[config.mk]
export PLATFORM = sky130hd
export DESIGN_NAME = ext_gpio_irq_ctl_flat
export DESIGN_NICKNAME = d
export VERILOG_FILES = /design/src/rtl/ext_gpio_irq_ctl_if.sv /design/src/rtl/ext_gpio_irq_ctl.sv /design/src/flat_wrapper.sv
export SDC_FILE = /design/constraint.sdc
export NUM_CORES = 1
export LEC_CHECK = 0
export ABC_CLOCK_PERIOD_IN_PS = 4110
export BUFFER_PORTS_ARGS = -buffer_cell sky130_fd_sc_hd__buf_2
export CELL_PAD_IN_SITES_DETAIL_PLACEMENT = 2
export CELL_PAD_IN_SITES_GLOBAL_PLACEMENT = 2
export CORE_MARGIN = 2
export CORE_UTILIZATION = 42
export DETAILED_ROUTE_END_ITERATION = 6
export PLACE_DENSITY_LB_ADDON = 0.1
export SLEW_MARGIN = 25
export SYNTH_ARGS = -nofsm -noshare
export SYNTH_HDL_FRONTEND = slang
export SYNTH_SLANG_ARGS = --single-unit
[constraint.sdc]
create_clock -name sys_clk -period 4.11 [get_ports sys_clk]
set_clock_uncertainty 0.15 [all_clocks]
set_input_delay 0.2055 -clock sys_clk [delete_from_list [all_inputs] [get_ports sys_clk]]
set_output_delay 0.2055 -clock sys_clk [all_outputs]
set_load 0.005 [all_outputs]
[src/rtl/ext_gpio_irq_ctl_if.sv]
// rtl/ext_gpio_irq_ctl_if.sv - op/rw/addr slave bus bundle for the GPIO controller
// One access per cycle when op=1; data_r is registered inside the slave.
interface ext_gpio_irq_ctl_if #(
   parameter int ADDR_WIDTH = 32,
   parameter int DATA_WIDTH = 32
);
   logic                  op;
   logic                  rw;
   logic [ADDR_WIDTH-1:0] addr;
   logic [DATA_WIDTH-1:0] data_w;
   logic [DATA_WIDTH-1:0] data_r;

   modport master (
      output op,
      output rw,
      output addr,
      output data_w,
      input  data_r
   );

   modport slave (
      input  op,
      input  rw,
      input  addr,
      input  data_w,
      output data_r
   );
endinterface

[src/rtl/ext_gpio_irq_ctl.sv]
// rtl/ext_gpio_irq_ctl.sv - GPIO controller with direction, atomic set/clr/tgl and edge interrupts
// All state advances on the falling edge of sys_clk; sys_rst is asynchronous active-low.
module ext_gpio_irq_ctl #(
   parameter int                    ADDR_WIDTH  = 32,
   parameter int                    DATA_WIDTH  = 32,
   parameter int                    GPIO_WIDTH  = 32,
   parameter int                    SYNC_STAGES = 2,
   parameter logic [ADDR_WIDTH-1:0] BASE_ADDR   = 32'hf0000000
) (
   input  logic                  sys_clk,
   input  logic                  sys_rst,
   ext_gpio_irq_ctl_if.slave     bus,
   input  logic [GPIO_WIDTH-1:0] gpio_in,
   output logic [GPIO_WIDTH-1:0] gpio_out,
   output logic [GPIO_WIDTH-1:0] gpio_oe,
   output logic                  irq
);
   localparam logic [7:0] OFF_IN      = 8'h00;
   localparam logic [7:0] OFF_OUT     = 8'h04;
   localparam logic [7:0] OFF_OUT_SET = 8'h08;
   localparam logic [7:0] OFF_OUT_CLR = 8'h0C;
   localparam logic [7:0] OFF_OUT_TGL = 8'h10;
   localparam logic [7:0] OFF_DIR     = 8'h14;
   localparam logic [7:0] OFF_IRQ_EN  = 8'h18;
   localparam logic [7:0] OFF_RISE_EN = 8'h1C;
   localparam logic [7:0] OFF_FALL_EN = 8'h20;
   localparam logic [7:0] OFF_PEND    = 8'h24;

   logic [SYNC_STAGES-1:0][GPIO_WIDTH-1:0] r_sync;
   logic [GPIO_WIDTH-1:0] r_prev;
   logic [GPIO_WIDTH-1:0] r_out;
   logic [GPIO_WIDTH-1:0] r_dir;
   logic [GPIO_WIDTH-1:0] r_irq_en;
   logic [GPIO_WIDTH-1:0] r_rise_en;
   logic [GPIO_WIDTH-1:0] r_fall_en;
   logic [GPIO_WIDTH-1:0] r_pend;

   logic [ADDR_WIDTH-1:0] w_delta;
   logic                  w_in_win;
   logic [7:0]            w_off;
   logic                  w_wr;
   logic                  w_rd;
   logic [GPIO_WIDTH-1:0] w_wdata;
   logic [GPIO_WIDTH-1:0] w_sync;
   logic [GPIO_WIDTH-1:0] w_edge_set;
   logic [GPIO_WIDTH-1:0] w_pend_clr;
   logic [GPIO_WIDTH-1:0] w_out_next;
   logic [DATA_WIDTH-1:0] w_rd_data;
   logic                  w_unused_wdata;

   // Offset from the base so an unaligned BASE_ADDR still yields a 256-byte window.
   assign w_delta  = bus.addr - BASE_ADDR;
   assign w_in_win = (w_delta[ADDR_WIDTH-1:8] == '0);
   assign w_off    = w_delta[7:0];
   assign w_wr     = bus.op &  bus.rw & w_in_win;
   assign w_rd     = bus.op & ~bus.rw & w_in_win;
   assign w_wdata  = bus.data_w[GPIO_WIDTH-1:0];
   assign w_unused_wdata = &{1'b0, bus.data_w};

   assign w_sync     = r_sync[SYNC_STAGES-1];
   assign w_edge_set = (w_sync & ~r_prev & r_rise_en) | (~w_sync & r_prev & r_fall_en);
   assign w_pend_clr = (w_wr && (w_off == OFF_PEND)) ? w_wdata : '0;

   always_comb begin
      w_out_next = r_out;
      if (w_wr) begin
         case (w_off)
            OFF_OUT:     w_out_next = w_wdata;
            OFF_OUT_SET: w_out_next = r_out | w_wdata;
            OFF_OUT_CLR: w_out_next = r_out & ~w_wdata;
            OFF_OUT_TGL: w_out_next = r_out ^ w_wdata;
            default:     w_out_next = r_out;
         endcase
      end
   end

   // Read data is zero-extended; write-only and unmapped offsets read as 0.
   always_comb begin
      w_rd_data = '0;
      case (w_off)
         OFF_IN:      w_rd_data[GPIO_WIDTH-1:0] = w_sync;
         OFF_OUT:     w_rd_data[GPIO_WIDTH-1:0] = r_out;
         OFF_DIR:     w_rd_data[GPIO_WIDTH-1:0] = r_dir;
         OFF_IRQ_EN:  w_rd_data[GPIO_WIDTH-1:0] = r_irq_en;
         OFF_RISE_EN: w_rd_data[GPIO_WIDTH-1:0] = r_rise_en;
         OFF_FALL_EN: w_rd_data[GPIO_WIDTH-1:0] = r_fall_en;
         OFF_PEND:    w_rd_data[GPIO_WIDTH-1:0] = r_pend;
         default:     w_rd_data = '0;
      endcase
   end

   always_ff @(negedge sys_clk or negedge sys_rst) begin
      if (!sys_rst) begin
         r_sync     <= '0;
         r_prev     <= '0;
         r_out      <= '0;
         r_dir      <= '0;
         r_irq_en   <= '0;
         r_rise_en  <= '0;
         r_fall_en  <= '0;
         r_pend     <= '0;
         bus.data_r <= '0;
      end else begin
         r_sync     <= {r_sync[SYNC_STAGES-2:0], gpio_in};
         r_prev     <= w_sync;
         r_out      <= w_out_next;
         // A new edge outranks a same-edge W1C on the same bit.
         r_pend     <= (r_pend & ~w_pend_clr) | w_edge_set;
         bus.data_r <= w_rd ? w_rd_data : '0;
         if (w_wr) begin
            case (w_off)
               OFF_DIR:     r_dir     <= w_wdata;
               OFF_IRQ_EN:  r_irq_en  <= w_wdata;
               OFF_RISE_EN: r_rise_en <= w_wdata;
               OFF_FALL_EN: r_fall_en <= w_wdata;
               default:     ;
            endcase
         end
      end
   end

   assign gpio_out = r_out;
   assign gpio_oe  = r_dir;
   assign irq      = |(r_pend & r_irq_en);
endmodule

[src/flat_wrapper.sv]
// flat-port wrapper written by rule: the top's interface ports become plain ports
module ext_gpio_irq_ctl_flat 
#(
   parameter int                    ADDR_WIDTH  = 32,
   parameter int                    DATA_WIDTH  = 32,
   parameter int                    GPIO_WIDTH  = 32,
   parameter int                    SYNC_STAGES = 2,
   parameter logic [ADDR_WIDTH-1:0] BASE_ADDR   = 32'hf0000000
)
  (sys_clk, sys_rst, gpio_in, gpio_out, gpio_oe, irq, bus_op, bus_rw, bus_addr, bus_data_w, bus_data_r);
  ext_gpio_irq_ctl_if #(.ADDR_WIDTH(ADDR_WIDTH), .DATA_WIDTH(DATA_WIDTH)) bus_i ();
  input  logic sys_clk;
  input  logic sys_rst;
  input  logic [GPIO_WIDTH-1:0] gpio_in;
  output logic [GPIO_WIDTH-1:0] gpio_out;
  output logic [GPIO_WIDTH-1:0] gpio_oe;
  output logic irq;
  input wire logic [$bits(bus_i.op)-1:0] bus_op;
  input wire logic [$bits(bus_i.rw)-1:0] bus_rw;
  input wire logic [$bits(bus_i.addr)-1:0] bus_addr;
  input wire logic [$bits(bus_i.data_w)-1:0] bus_data_w;
  output wire logic [$bits(bus_i.data_r)-1:0] bus_data_r;
  assign bus_i.op = bus_op;
  assign bus_i.rw = bus_rw;
  assign bus_i.addr = bus_addr;
  assign bus_i.data_w = bus_data_w;
  assign bus_data_r = bus_i.data_r;
  ext_gpio_irq_ctl #(.ADDR_WIDTH(ADDR_WIDTH), .DATA_WIDTH(DATA_WIDTH), .GPIO_WIDTH(GPIO_WIDTH), .SYNC_STAGES(SYNC_STAGES), .BASE_ADDR(BASE_ADDR)) u_core (.sys_clk(sys_clk), .sys_rst(sys_rst), .bus(bus_i), .gpio_in(gpio_in), .gpio_out(gpio_out), .gpio_oe(gpio_oe), .irq(irq));
endmodule
==> results.cfg, run 1 <==
[critical_path]
critPathKind = reg -> out
r2r-start = u_core.gpio_out[1]
path_cells = a22o_1 > a221oi_2 > buf_4 > nand3_2 > or4_4 > buf_6
regToRegSetupSlack_ns = 2.23
worst_path_max_delay_cell = or4_4
worstPathMaxFanout = 2
startpoint_type = flip-flop
rr_worst_depth = 5
cpPeakStageDelay_ns = 0.45
arrival_ns = 4.20
worstPathRequired_ns = 3.75
cp-startpoint = u_core.r_irq_en[26]
end_kind = output port
r2r-end = u_core.gpio_out[1]

[place]
io_buffers = 196
post_dp_cell_area_um2 = 17620
gp_congestion = 0.8152
dp_hpwl_um = 36160

[route]
wire_per_inst_um = 27.34
drc = 0
vias = 11990
antenna_left = 0
first_iter_violations = 589
routed_via_density = 5.985
routed_wl_um = 54800
firstDrtPassIters = 5

[die]
fp.dieH_um = 194.2
initial_core_util = 0.4270
die_area_um2 = 37700
io-pin-count = 197
core_area_um2 = 35570
dieWidth_um = 194.2
fp-row-count = 69

[logic_synthesis]
ys_top_cells_by_area = dfrtn_1 53%, mux2_2 12%, ha_1 5.3%
ys_warn_count = 0
syn_nets = 1428
ys_seq_area_frac = 0.5273
ys_async_sr_fraction = 1.000
synth_edf_count = 0
yosysTopAreaCell = dfrtn_1
synth_top_area_frac = 0.5273
syn_area_um2 = 15190
ys_types = 50
synth_cells = 1264
ys_ff_latch = 320
avgSynthCellArea_um2 = 12.02
synth_ff_type = dfrtn_1

[worst_hold_path]
min_to = u_core.w_sync[7]
hold_depth = 0
worstHoldPathType = reg -> reg
min-delay-start = u_core.r_sync[7]

[clocking]
htree_levels = 2
cts-root-buf = clkbuf_16
cts_sinks = 320
cts_tree = done
cts_buffers = 37
clk_latency_ns = 0.54
cts_hold_buffers = 0
clk_pin_slew_ns = 0.05
cts_buffer_depth = 3

[sta]
hold_viol_final = 0
final.setup.tns_ns = -0.4441
tightest_slew_ns = 0.7355
report.final.slew_viol_count = 0
slew_headroom = 0.5084
rsz0062_at_grt = true
setup_viol = 1
setup_slack_ns = -0.4441

[power]
cellLeakagePower_uw = 0.008973
total_power_uw = 6877
peakVddDrop_v = 0.0002702
power_density_nw_per_um2 = 365.3

[cells_and_area]
final_cell_mix = 320 x dfrtn_1, 193 x buf_2, 164 x mux2_2
syn2layout_area_growth_pct = 23.95
stdcell_area_um2 = 18820
antennaDiodeCount = 0
fin_util = 0.5292
nets = 1687
final_layout_size_suffix_gt1_frac = 0.3526
mostFrequentLayoutCell = dfrtn_1

[grt]
grt_antenna_before_repair = 0
grt_max_degree = 54
grt_overflow = 0
grt_pass1_vias = 13920
grt_first_pass_wirelength_um = 85010
track_usage = 0.2929

[run_status]
status = finished with violations
violations = setup timing

[flow_run]
maxCapViolCount = 0
-- final cells by class --
type,instances,area (um^2)
fillers,3464,16740
multi-input cells,793,6636
clock inverters,9,98.84
clock buffers,50,1047
flip-flops and latches,320,8008
repair buffers,306,2213
well taps,461,576.8
inverters,65,244.0
-- state kept, by name, summed over array words and instances (netlist names) --
register           flops
u_core.r_sync         32
u_core.r_pend         32
u_core.r_irq_en       32
u_core.gpio_out       32
u_core.gpio_oe        32
u_core.bus.data_r     32
u_core.w_sync         32
u_core.r_prev         32
u_core.r_rise_en      32
u_core.r_fall_en      32
-- per-stage QoR --
| step | setup slack (ns) | cells | hold slack [ns] |
|---|---|---|---|
| 2_1_floorplan | -0.01741 | 1264 | 0.1417 |
| 3_3_place_gp | -0.2573 | 1944 | 0.1425 |
| 3_5_place_dp | -0.3564 | 1944 | 0.1462 |
| 4_1_cts | -0.4490 | 2004 | 0.1436 |
| 5_1_grt | -0.4924 | 2004 | 0.1477 |
| 6_report | -0.4441 | 2004 | 0.1402 |
-- where the power goes --
| part | switching [uW] | internal, uW |
|---|---|---|
| combinational | 247 | 141 |
| sequential | 38.9 | 3220 |
| clock | 1330 | 1900 |
-- synthesized netlist by cell type (3+ instances only) --
master,count
mux2_2,164
a22o_1,28
inv_1,65
o21a_1,12
nand3_1,34
o31ai_1,32
clkbuf_1,53
a21oi_1,12
buf_2,21
nor4b_1,3
a31oi_1,8
o22a_1,12
o21ai_0,33
o211ai_1,32
nand4_1,9
mux2_1,3
and3_1,33
and2_1,4
nand3b_1,32
dfrtn_1,320
a221o_1,32
nand2_1,92
a22oi_1,43
nor4_1,5
buf_8,3
a211oi_1,12
nor3_1,4
nor2_1,3
mux2i_1,39
a221oi_1,14
or3_1,3
ha_1,64
buf_1,8
o22ai_1,12
-- worst max-delay path: cells and delay by family (launching register included) --
| kind | cells | cell delay, ns |
|---|---|---|
| simple gates | 2 | 0.50 |
| compound gates | 2 | 0.44 |
| flops | 1 | 0.37 |
| buf+inv | 2 | 0.30 |
-- metal layers --
metal / up-vias / GRT usage / share of wire
li1: 5183 / - / -
met1: 6360 / 0.3541 / 0.40
met2: 319 / 0.5206 / 0.52
met3: 132 / 0.04696 / 0.043
met4: 0 / 0.1181 / 0.038
met5: - / 0 / 0
-- cells by family after synthesis --
kind of cell | after synthesis | share of synthesized area
flip-flops | 320 | 0.5273
multiplexers | 206 | 0.1495
adder cells (fa/ha/maj) | 64 | 0.05273
AO/OA/AOI/OAI | 285 | 0.1426
buffers and inverters | 151 | 0.04177
AND/OR/NAND/NOR | 238 | 0.08609
-- how the worst max path moves through the flow --
stage / end / depth (start not counted) / slack [ns]
floorplan: u_core.gpio_out[21] / 6 / -0.02
global placement: u_core.gpio_oe[7] / 7 / -0.26
detailed placement: u_core.r_pend[22] / 8 / -0.36
CTS: irq / 6 / -0.45
global route: irq / 6 / -0.49
finish: irq / 6 / -0.44
-- repair_timing --
action / in CTS / in global routing
setup endpoints to repair: 1 / 1
buffers inserted: 1 / 0
pin swaps: 3 / 1
gates resized for setup: 7 / 2
Note: power is estimated with default switching activity, not from simulation.
==> run 2, diff against run 1 <==
- ABC_AREA: unset -> 1
- CORE_UTILIZATION: 42 -> 37
- GPL_TIMING_DRIVEN: unset -> 1
==> results.cfg, run 2 <==
[worst_hold_path]
min-delay-start = u_core.r_sync[1]
worstHoldPathType = reg -> reg
hold_depth = 0
min_to = u_core.w_sync[1]

[sta]
hold_viol_final = 0
final.setup.tns_ns = -0.08414
tightest_slew_ns = 0.4363
setup_viol = 1
rsz0062_at_grt = true
report.final.slew_viol_count = 0
setup_slack_ns = -0.08414
slew_headroom = 0.7081

[place]
post-place-ws_ns = -0.01950
io_buffers = 196
post_dp_cell_area_um2 = 17800
gp_congestion = 0.8114
dp_cells = 2675
dp_hpwl_um = 43240

[die]
io-pin-count = 197
die_area_um2 = 43830
initial_core_util = 0.3737
core_area_um2 = 41760
fp.dieH_um = 209.4
dieWidth_um = 209.4
fp-row-count = 75

[critical_path]
critPathMostFrequentCell = nand4_1
worstPathRequired_ns = 3.75
worstPathMaxFanout = 3
cp_top_family = simple AND/OR/NAND/NOR gates
cpPeakStageDelay_ns = 0.39
path_cells = nand2_2 > nand4_1 > nor2_2 > nand4_1 > buf_2
r2r-end = u_core.gpio_out[5]
startpoint_type = flip-flop
end_kind = output port
rr_worst_depth = 8
regToRegSetupSlack_ns = 2.44
worst_path_max_delay_cell = dfrtn_1
critPathKind = reg -> out
r2r-start = u_core.gpio_out[5]
critPathBufInv = 1
arrival_ns = 3.84

[route]
drc = 0
vias = 14630
firstDrtPassIters = 5
first_iter_violations = 749
routed_wl_um = 63630
antenna_left = 0
routed_via_density = 5.333
wire_per_inst_um = 23.19

[logic_synthesis]
ys_async_sr_fraction = 1.000
ys_types = 24
synthTopCellsByCount = 617 x nand2_1, 320 x dfrtn_1, 211 x inv_1
synth_cells = 1953
synth_edf_count = 0
ys_ff_latch = 320
syn_nets = 2117
synth_ff_type = dfrtn_1
synth.most_common_cell = nand2_1
yosysTopAreaCell = dfrtn_1
ys_seq_area_frac = 0.5131
ys_warn_count = 0
avgSynthCellArea_um2 = 7.990
synth_top_area_frac = 0.5131
syn_area_um2 = 15600
ys_top_cells_by_area = dfrtn_1 51%, nand2_1 15%, nand3_1 5.9%

[grt]
grt_pass1_vias = 16680
grt_max_degree = 70
track_usage = 0.2975
grt_antenna_before_repair = 0
grt_overflow = 0
grt_first_pass_wirelength_um = 98790

[power]
power_density_nw_per_um2 = 376.2
power.switching_uw = 1669
cellLeakagePower_uw = 0.009508
power.share.combinational = 0.044
netSwitchingFraction = 0.2315
seqPwrFrac = 0.452
peakVddDrop_v = 0.0002863
p_int_uw = 5542
clock_power_share = 0.504

[clocking]
htree_levels = 2
clk_latency_ns = 0.56
cts_buffer_depth = 3
cts_tree = done
cts_buffers = 39
cts_hold_buffers = 0
cts-root-buf = clkbuf_16
clk_pin_slew_ns = 0.04
cts_sinks = 320

[run_status]
violations = setup timing
status = finished with violations

[cells_and_area]
mostFrequentLayoutCell = nand2_1
final_layout_size_suffix_gt1_frac = 0.1692
final_cell_mix = 612 x nand2_1, 320 x dfrtn_1, 211 x inv_1
stdcell_area_um2 = 19170
regArea_um2 = 8008
multi_input_area_um2 = 6419
fin_cells = 2744
nets = 2343
fin_util = 0.4590
syn2layout_area_growth_pct = 22.82
fillers = 4714

[flow_run]
maxCapViolCount = 0
==> run 2: cell count changes after synthesis, moves of 34 or more <==
cell | previous run | this run
nand4_1 | 9 | 43
nand3_1 | 34 | 185
o21ai_0 | 33 | 125
mux2i_1 | 39 | 0
nor2_1 | 3 | 156
nand2_1 | 92 | 617
o21ai_1 | 0 | 81
a22oi_1 | 43 | 0
mux2_2 | 164 | 0
inv_1 | 65 | 211
==> run 2: worst max-delay path by stage <==
| stage | startpoint | cells past startpoint | end | slack [ns] |
|---|---|---|---|---|
| floorplan | bus_addr[23] | 9 | u_core.r_pend[21] | 0.46 |
| global placement | bus_addr[7] | 11 | u_core.bus.data_r[28] | 0.1 |
| detailed placement | bus_addr[7] | 11 | u_core.bus.data_r[28] | -0.02 |
| CTS | u_core.r_pend[31] | 5 | irq | -0.1 |
| global route | u_core.r_pend[31] | 5 | irq | -0.10 |
| finish | u_core.r_irq_en[4] | 5 | irq | -0.08 |
==> run 2: cells by family after synthesis <==
family | count (synthesis) | synth area share
DFF | 320 | 0.5131
adders and majority gates | 64 | 0.05132
and+or+nand+nor | 1054 | 0.2908
buffers and inverters | 307 | 0.07777
AOI/OAI and AO/OA | 208 | 0.06695
==> run 2: area by class of cell <==
class / count / share of cell area
diodes: 1 / 0.0001306
clock buffers: 59 / 0.06385
clock inverters: 7 / 0.005745
inverters: 219 / 0.04289
multi-input cells: 1326 / 0.3349
flip-flops and latches: 320 / 0.4178
well taps: 539 / 0.03519
repair buffers: 273 / 0.09949
==> run 2: power groups by stage <==
| stage | registers, uW | clock network [uW] | logic (uW) |
|---|---|---|---|
| floorplan | 3290 | 0 | 101 |
| CTS | 3260 | 3710 | 327 |
| detailed placement | 3310 | 0 | 323 |
| global route | 3260 | 3810 | 355 |
| global placement | 3300 | 0 | 310 |
| finish | 3260 | 3630 | 320 |
==> run 2: metrics by stage <==
step	total power, uW	hold slack (ns)
after CTS	7297	0.1460
after global routing	7429	0.1458
after floorplan	3393	0.1417
final	7211	0.1436
after global placement	3615	0.1423
after detailed placement	3631	0.1461
==> run 2: metal layers <==
metal | GRT usage | routed length [um]
met5 | 0 | 0
met4 | 0.1116 | 2065
met3 | 0.03397 | 2077
met2 | 0.5178 | 31600
met1 | 0.3816 | 27890
==> run 2: timing repair <==
action,4_1_cts,5_1_grt
cloned,0,0
pin swaps,6,0
buffers inserted,2,0
gates resized for setup,6,0
endpoints found under the setup margin,1,1
